==> src/rtl/mem_port_arbiter.sv <==
// Two-requester arbiter and access sequencer for the shared KGP_RISC memory port.
// Optional feature: define ARB_RR_EN for round-robin arbitration (default is fixed priority, port 1 wins).
module mem_port_arbiter #(
   parameter int AW  = 32,
   parameter int DW  = 32,
   parameter int LAT = 2
) (
   input  logic          clk,
   input  logic          rst,
   input  logic          req0,
   input  logic          req1,
   input  logic [AW-1:0] addr0,
   input  logic [AW-1:0] addr1,
   input  logic [DW-1:0] wdata0,
   input  logic [DW-1:0] wdata1,
   input  logic          we0,
   input  logic          we1,
   output logic          gnt0,
   output logic          gnt1,
   output logic          done0,
   output logic          done1,
   output logic [DW-1:0] rdata,
   output logic          sel,
   output logic          mem_en,
   output logic          mem_we,
   output logic [AW-1:0] mem_addr,
   output logic [DW-1:0] mem_wdata,
   input  logic [DW-1:0] mem_rdata,
   output logic          busy
);

   localparam logic [1:0] S_IDLE   = 2'd0;
   localparam logic [1:0] S_ACCESS = 2'd1;
   localparam logic [1:0] S_DONE   = 2'd2;

   localparam logic [3:0] CNT_INIT = 4'(LAT - 1);

   logic [1:0]    r_state;
   logic [3:0]    r_cnt;
   logic          r_sel;
   logic          r_gnt0;
   logic          r_gnt1;
   logic          r_done0;
   logic          r_done1;
   logic [DW-1:0] r_rdata;
   logic          r_mem_en;
   logic          r_mem_we;
   logic [AW-1:0] r_mem_addr;
   logic [DW-1:0] r_mem_wdata;
   logic          r_busy;

   logic          w_any_req;
   logic          w_win;
   logic          w_win_we;
   logic [AW-1:0] w_win_addr;
   logic [DW-1:0] w_win_wdata;

   assign w_any_req = req0 | req1;

`ifdef ARB_RR_EN
   // Pointer holds the last granted port; on conflict the other port wins.
   logic r_rr_ptr;

   assign w_win = (req0 & req1) ? ~r_rr_ptr : req1;

   always_ff @(posedge clk) begin
      if (rst) begin
         r_rr_ptr <= 1'b0;
      end else if (r_state == S_IDLE && w_any_req) begin
         r_rr_ptr <= w_win;
      end
   end
`else
   assign w_win = req1;
`endif

   // The 2:1 operand select: the winner's operands are latched straight into the memory-side registers.
   assign w_win_addr  = w_win ? addr1  : addr0;
   assign w_win_wdata = w_win ? wdata1 : wdata0;
   assign w_win_we    = w_win ? we1    : we0;

   // NOTE: all state uses non-blocking assignments so every register samples pre-edge values.
   always_ff @(posedge clk) begin
      if (rst) begin
         r_state     <= S_IDLE;
         r_cnt       <= 4'd0;
         r_sel       <= 1'b0;
         r_gnt0      <= 1'b0;
         r_gnt1      <= 1'b0;
         r_done0     <= 1'b0;
         r_done1     <= 1'b0;
         r_rdata     <= '0;
         r_mem_en    <= 1'b0;
         r_mem_we    <= 1'b0;
         r_mem_addr  <= '0;
         r_mem_wdata <= '0;
         r_busy      <= 1'b0;
      end else begin
         r_gnt0  <= 1'b0;
         r_gnt1  <= 1'b0;
         r_done0 <= 1'b0;
         r_done1 <= 1'b0;
         case (r_state)
            S_IDLE: begin
               if (w_any_req) begin
                  r_sel       <= w_win;
                  r_gnt0      <= ~w_win;
                  r_gnt1      <= w_win;
                  r_mem_en    <= 1'b1;
                  r_mem_we    <= w_win_we;
                  r_mem_addr  <= w_win_addr;
                  r_mem_wdata <= w_win_wdata;
                  r_cnt       <= CNT_INIT;
                  r_busy      <= 1'b1;
                  r_state     <= S_ACCESS;
               end
            end
            S_ACCESS: begin
               if (r_cnt == 4'd0) begin
                  if (!r_mem_we) begin
                     r_rdata <= mem_rdata;
                  end
                  r_done0     <= ~r_sel;
                  r_done1     <= r_sel;
                  r_mem_en    <= 1'b0;
                  r_mem_we    <= 1'b0;
                  r_mem_addr  <= '0;
                  r_mem_wdata <= '0;
                  r_state     <= S_DONE;
               end else begin
                  r_cnt <= r_cnt - 4'd1;
               end
            end
            S_DONE: begin
               r_busy  <= 1'b0;
               r_state <= S_IDLE;
            end
            default: begin
               r_mem_en <= 1'b0;
               r_mem_we <= 1'b0;
               r_busy   <= 1'b0;
               r_state  <= S_IDLE;
            end
         endcase
      end
   end

   assign gnt0      = r_gnt0;
   assign gnt1      = r_gnt1;
   assign done0     = r_done0;
   assign done1     = r_done1;
   assign rdata     = r_rdata;
   assign sel       = r_sel;
   assign mem_en    = r_mem_en;
   assign mem_we    = r_mem_we;
   assign mem_addr  = r_mem_addr;
   assign mem_wdata = r_mem_wdata;
   assign busy      = r_busy;

endmodule

==> config.mk <==
export PLATFORM = sky130hd
export DESIGN_NAME = mem_port_arbiter
export DESIGN_NICKNAME = d
export VERILOG_FILES = /design/src/rtl/mem_port_arbiter.sv
export SDC_FILE = /design/constraint.sdc
export NUM_CORES = 1
export LEC_CHECK = 0
export ABC_CLOCK_PERIOD_IN_PS = 3500
export CAP_MARGIN = 5
export CORE_AREA = 4 4 125 127
export DETAILED_ROUTE_END_ITERATION = 10
export DIE_AREA = 0 0 129 131
export HOLD_SLACK_MARGIN = 0.15
export PLACE_DENSITY = 0.72
export RECOVER_POWER = 100
export REMOVE_ABC_BUFFERS = 1
export SETUP_SLACK_MARGIN = 0.1
export SLEW_MARGIN = 0
export SYNTH_ARGS = -nofsm -noshare
export SYNTH_HDL_FRONTEND = slang
export SYNTH_SLANG_ARGS = --single-unit
==> constraint.sdc <==
create_clock -name clk -period 3.5 [get_ports clk]
set_clock_uncertainty 0.2 [all_clocks]
set_input_delay 0.875 -clock clk [delete_from_list [all_inputs] [get_ports clk]]
set_output_delay 0.875 -clock clk [all_outputs]
set_load 0.02 [all_outputs]
==> metrics.md <==
| Metric | Value |
|---|---|
| Worst Path Required | 3.54 ns |
| Final design utilization | 55.2% |
| Crit. End Element | register |
| Fmax | 0.348 GHz |
| Gr ovfl total | 0 |
| Antenna Diode Count | 0 |
| CTS tree | yes |
| Post-CTS Setup Inserts | 0 |
| CORE AREA | 0.0144 mm² |
| Final Hold Viols | 0 |
| Fill cells | 1312 |
| Clock Root Buffer | clkbuf_16 |
| RSZ-0062 raised after global routing | false |
| CTS H-Tree Depth | 3 |
| Die area | 0.0169 mm² |
| Setup TNS | 0 ns |
| Yosys top cell area share | 43.9% |
| CP arrival | 2.92 ns |
| Crit-path cells | dlygate4sd3_1 > inv_2 > o21ai_0 > o32ai_1 |
| Max incr delay on CP | 0.67 ns |
| Distinct cells, synth | 37 |
| FP Rows | 44 |
| DP Cell Count | 970 |
| Pre-CTS setup slack | 0.477 ns |
| Outcome | complete, no violations |
| Post-DP HPWL | 12700 µm |
| Post-CTS Resized | 0 |
| First-pass iteration count of the detailed router | 5 |
| # nets final | 965 |
| Largest cells by area after synthesis | dfxtp_1 (44%), a41o_1 (12%), a21oi_1 (9.7%) |
| Wirelength per Cell | 18.3 µm |
| Crit path max-delay family | buffers and inverters |
| Layout area overhead | 58.7% |
| Final non-filler cell total | 985 |
| Die Wd | 129 µm |
| Starting DRT DRC Count | 214 |
| Sequential-to-total area share from yosys stat | 43.9% |
| Pins Over Slew Limit | 0 |
| #FFs+latches synth | 110 |
| Avg Inst Size Synth | 8.67 µm² |
| MaxCap Viol Count | 0 |
| Largest area contributor in the netlist | dfxtp_1 |
| Maximum VDD drop | 0.313 mV |
| Final instance area | 0.00797 mm² |
| Residual DRC | 0 |
| CP Launch Type | primary input |
| Top Ports | 270 |
| Fraction of layout cells with a size suffix above 1 | 3.75% |
| # port buffers | 269 |
| Final period util | 82.1% |
| Cell Area, Placed | 0.00769 mm² |
| Slew at the pin with the worst max-slew slack | 1.34 ns |
| Worst-Skew Late Latency | 0.34 ns |
| Setup ws final | 0.626 ns |
| Cts bufs inserted | 9 |
| Synth Cell Area | 0.00502 mm² |
| Worst hold slack | 0.273 ns |
| Minimum clock period | 2.87 ns |
| Power density cells | 439 mW/mm² |
| Vias/cell | 5.49 |
| Yosys warnings | 0 |
| Gpl congestion | 0.812 |
| Rel. slew slack | 11.0% |
| Design Power | 3.50 mW |
| Hold Path Class | reg2reg |
| Hold-fix buffer count after cts | 0 |
| DIE HEIGHT | 131 µm |
| Starting Density | 34.8% |
| Crit-path slowest cell | dlygate4sd3_1 |
| Buf/Inv on CP | 2 |
| Syn Inst Count | 579 |
| GR Util All Layers | 20.2% |
| Via Count | 5406 |
| Routed WL | 18000 µm |
| Antenna Nets Post-Route | 0 |
| Crit Path Class | in2reg |
| Lkg Pwr | 3.52 nW |
| Reg clk slew, reported paths | 0.07 ns |
| Clk buf depth | 2 |
| Largest fanout on the critical path | 30 |
| CTS sink cnt | 110 |
| Initial antenna violation count | 0 |
| Pin count of the biggest net entering global routing | 96 |
| Number of global-route vias before repair | 5433 |
| Final setup viols | 0 |
| First-pass GRT wire length | 27600 µm |
==> Yosys cell counts <==
| master | instances |
|---|---|
| nand2_1 | 62 |
| nor2b_1 | 3 |
| o21ai_1 | 31 |
| o21a_1 | 1 |
| ha_1 | 2 |
| nand2b_1 | 2 |
| nand2_2 | 1 |
| or3b_1 | 2 |
| nor3_1 | 3 |
| buf_1 | 3 |
| or4_1 | 1 |
| or2_2 | 1 |
| o22ai_1 | 1 |
| o31ai_1 | 1 |
| clkbuf_1 | 45 |
| a41o_1 | 61 |
| o32ai_1 | 5 |
| and3_1 | 1 |
| dfxtp_1 | 110 |
| nor2_1 | 4 |
| or3_1 | 1 |
| o41ai_1 | 1 |
| or2_1 | 1 |
| nand3b_1 | 60 |
| o21ai_0 | 4 |
| nor3b_4 | 1 |
| a22oi_1 | 5 |
| inv_1 | 10 |
| a21oi_1 | 97 |
| nand3_1 | 1 |
| buf_6 | 5 |
| nand4_1 | 32 |
| buf_2 | 17 |
| a31oi_1 | 1 |
| or2_4 | 1 |
| nor2_2 | 1 |
| nor4_1 | 1 |
==> registers in the layout, summed over array words and instances, names as in the netlist, 2 cells and up <==
name,flops
mem_wdata,32
r_state,2
rdata,32
r_cnt,4
mem_addr,32
==> power by group <==
group | internal [mW] | switching, mW
logic | 0.455 | 0.575
clock network | 0.574 | 0.461
registers | 1.37 | 0.0627
==> placed cells by master, fill, tap and decap left out, types with 2 or more instances in the layout <==
cell               n
dlygate4sd3_1    105
clkdlybuf4s50_1  162
nand4_1           32
or2_2              2
ha_1               2
inv_1              9
a41o_1            61
dfxtp_1          110
inv_6              2
clkinv_2           2
clkbuf_16          9
nand3b_1          60
or3b_1             2
nand2_1           63
nand2b_1           2
o32ai_1            5
nor3_1             3
a21oi_1           97
nor2b_1            2
o21ai_0           35
nor2_1             5
buf_4              8
a22oi_1            5
==> tightest hold or removal path: cells and delay by family, from the launching register on <==
| family | cells | cell delay, ns |
|---|---|---|
| DFF | 1 | 0.30 |
| AOI/OAI and AO/OA | 2 | 0.12 |
==> cell type report <==
cell class / count / area, µm² / area share, %
multi-input combinational: 389 / 2440 / 30.7
clock inverter: 5 / 57.6 / 0.722
sequential: 110 / 2200 / 27.6
clock buffer: 10 / 239 / 3.00
tap: 184 / 230 / 2.89
inverter: 10 / 37.5 / 0.471
timing repair buffer: 277 / 2760 / 34.6
==> logic make-up (layout without fill, tap and decap cells) <==
family / after synthesis / in the layout / share of synthesized area [%]
flip-flops: 110 / 110 / 43.9
adder cells (fa/ha/maj): 2 / 2 / 0.498
buffers and inverters: 80 / 302 / 7.15
AND/OR/NAND/NOR: 179 / 179 / 20.8
AO/OA/AOI/OAI: 208 / 208 / 27.7
==> final timing paths <==
kind	startpoint	cells past startpoint	end	slack, ns
hold reg to reg	rdata[10]	2	rdata[10]	0.27
setup / recovery	rst	4	mem_we	0.63
hold / removal	rdata[10]	2	rdata[10]	0.27
setup reg to reg	r_cnt[0]	6	mem_wdata[19]	0.85
==> layer usage <==
layer  part of all wire, %  vias up  wire length [µm]  track usage, %
met3                    10       30              1870            8.09
met1                    41     2558              7360            24.5
met5                     0        -                 0               0
met4                   2.5        0               459            7.60
li1                      -     2603                 -               -
met2                    46      215              8310            32.2
Note: power is estimated with default switching activity, not from simulation.
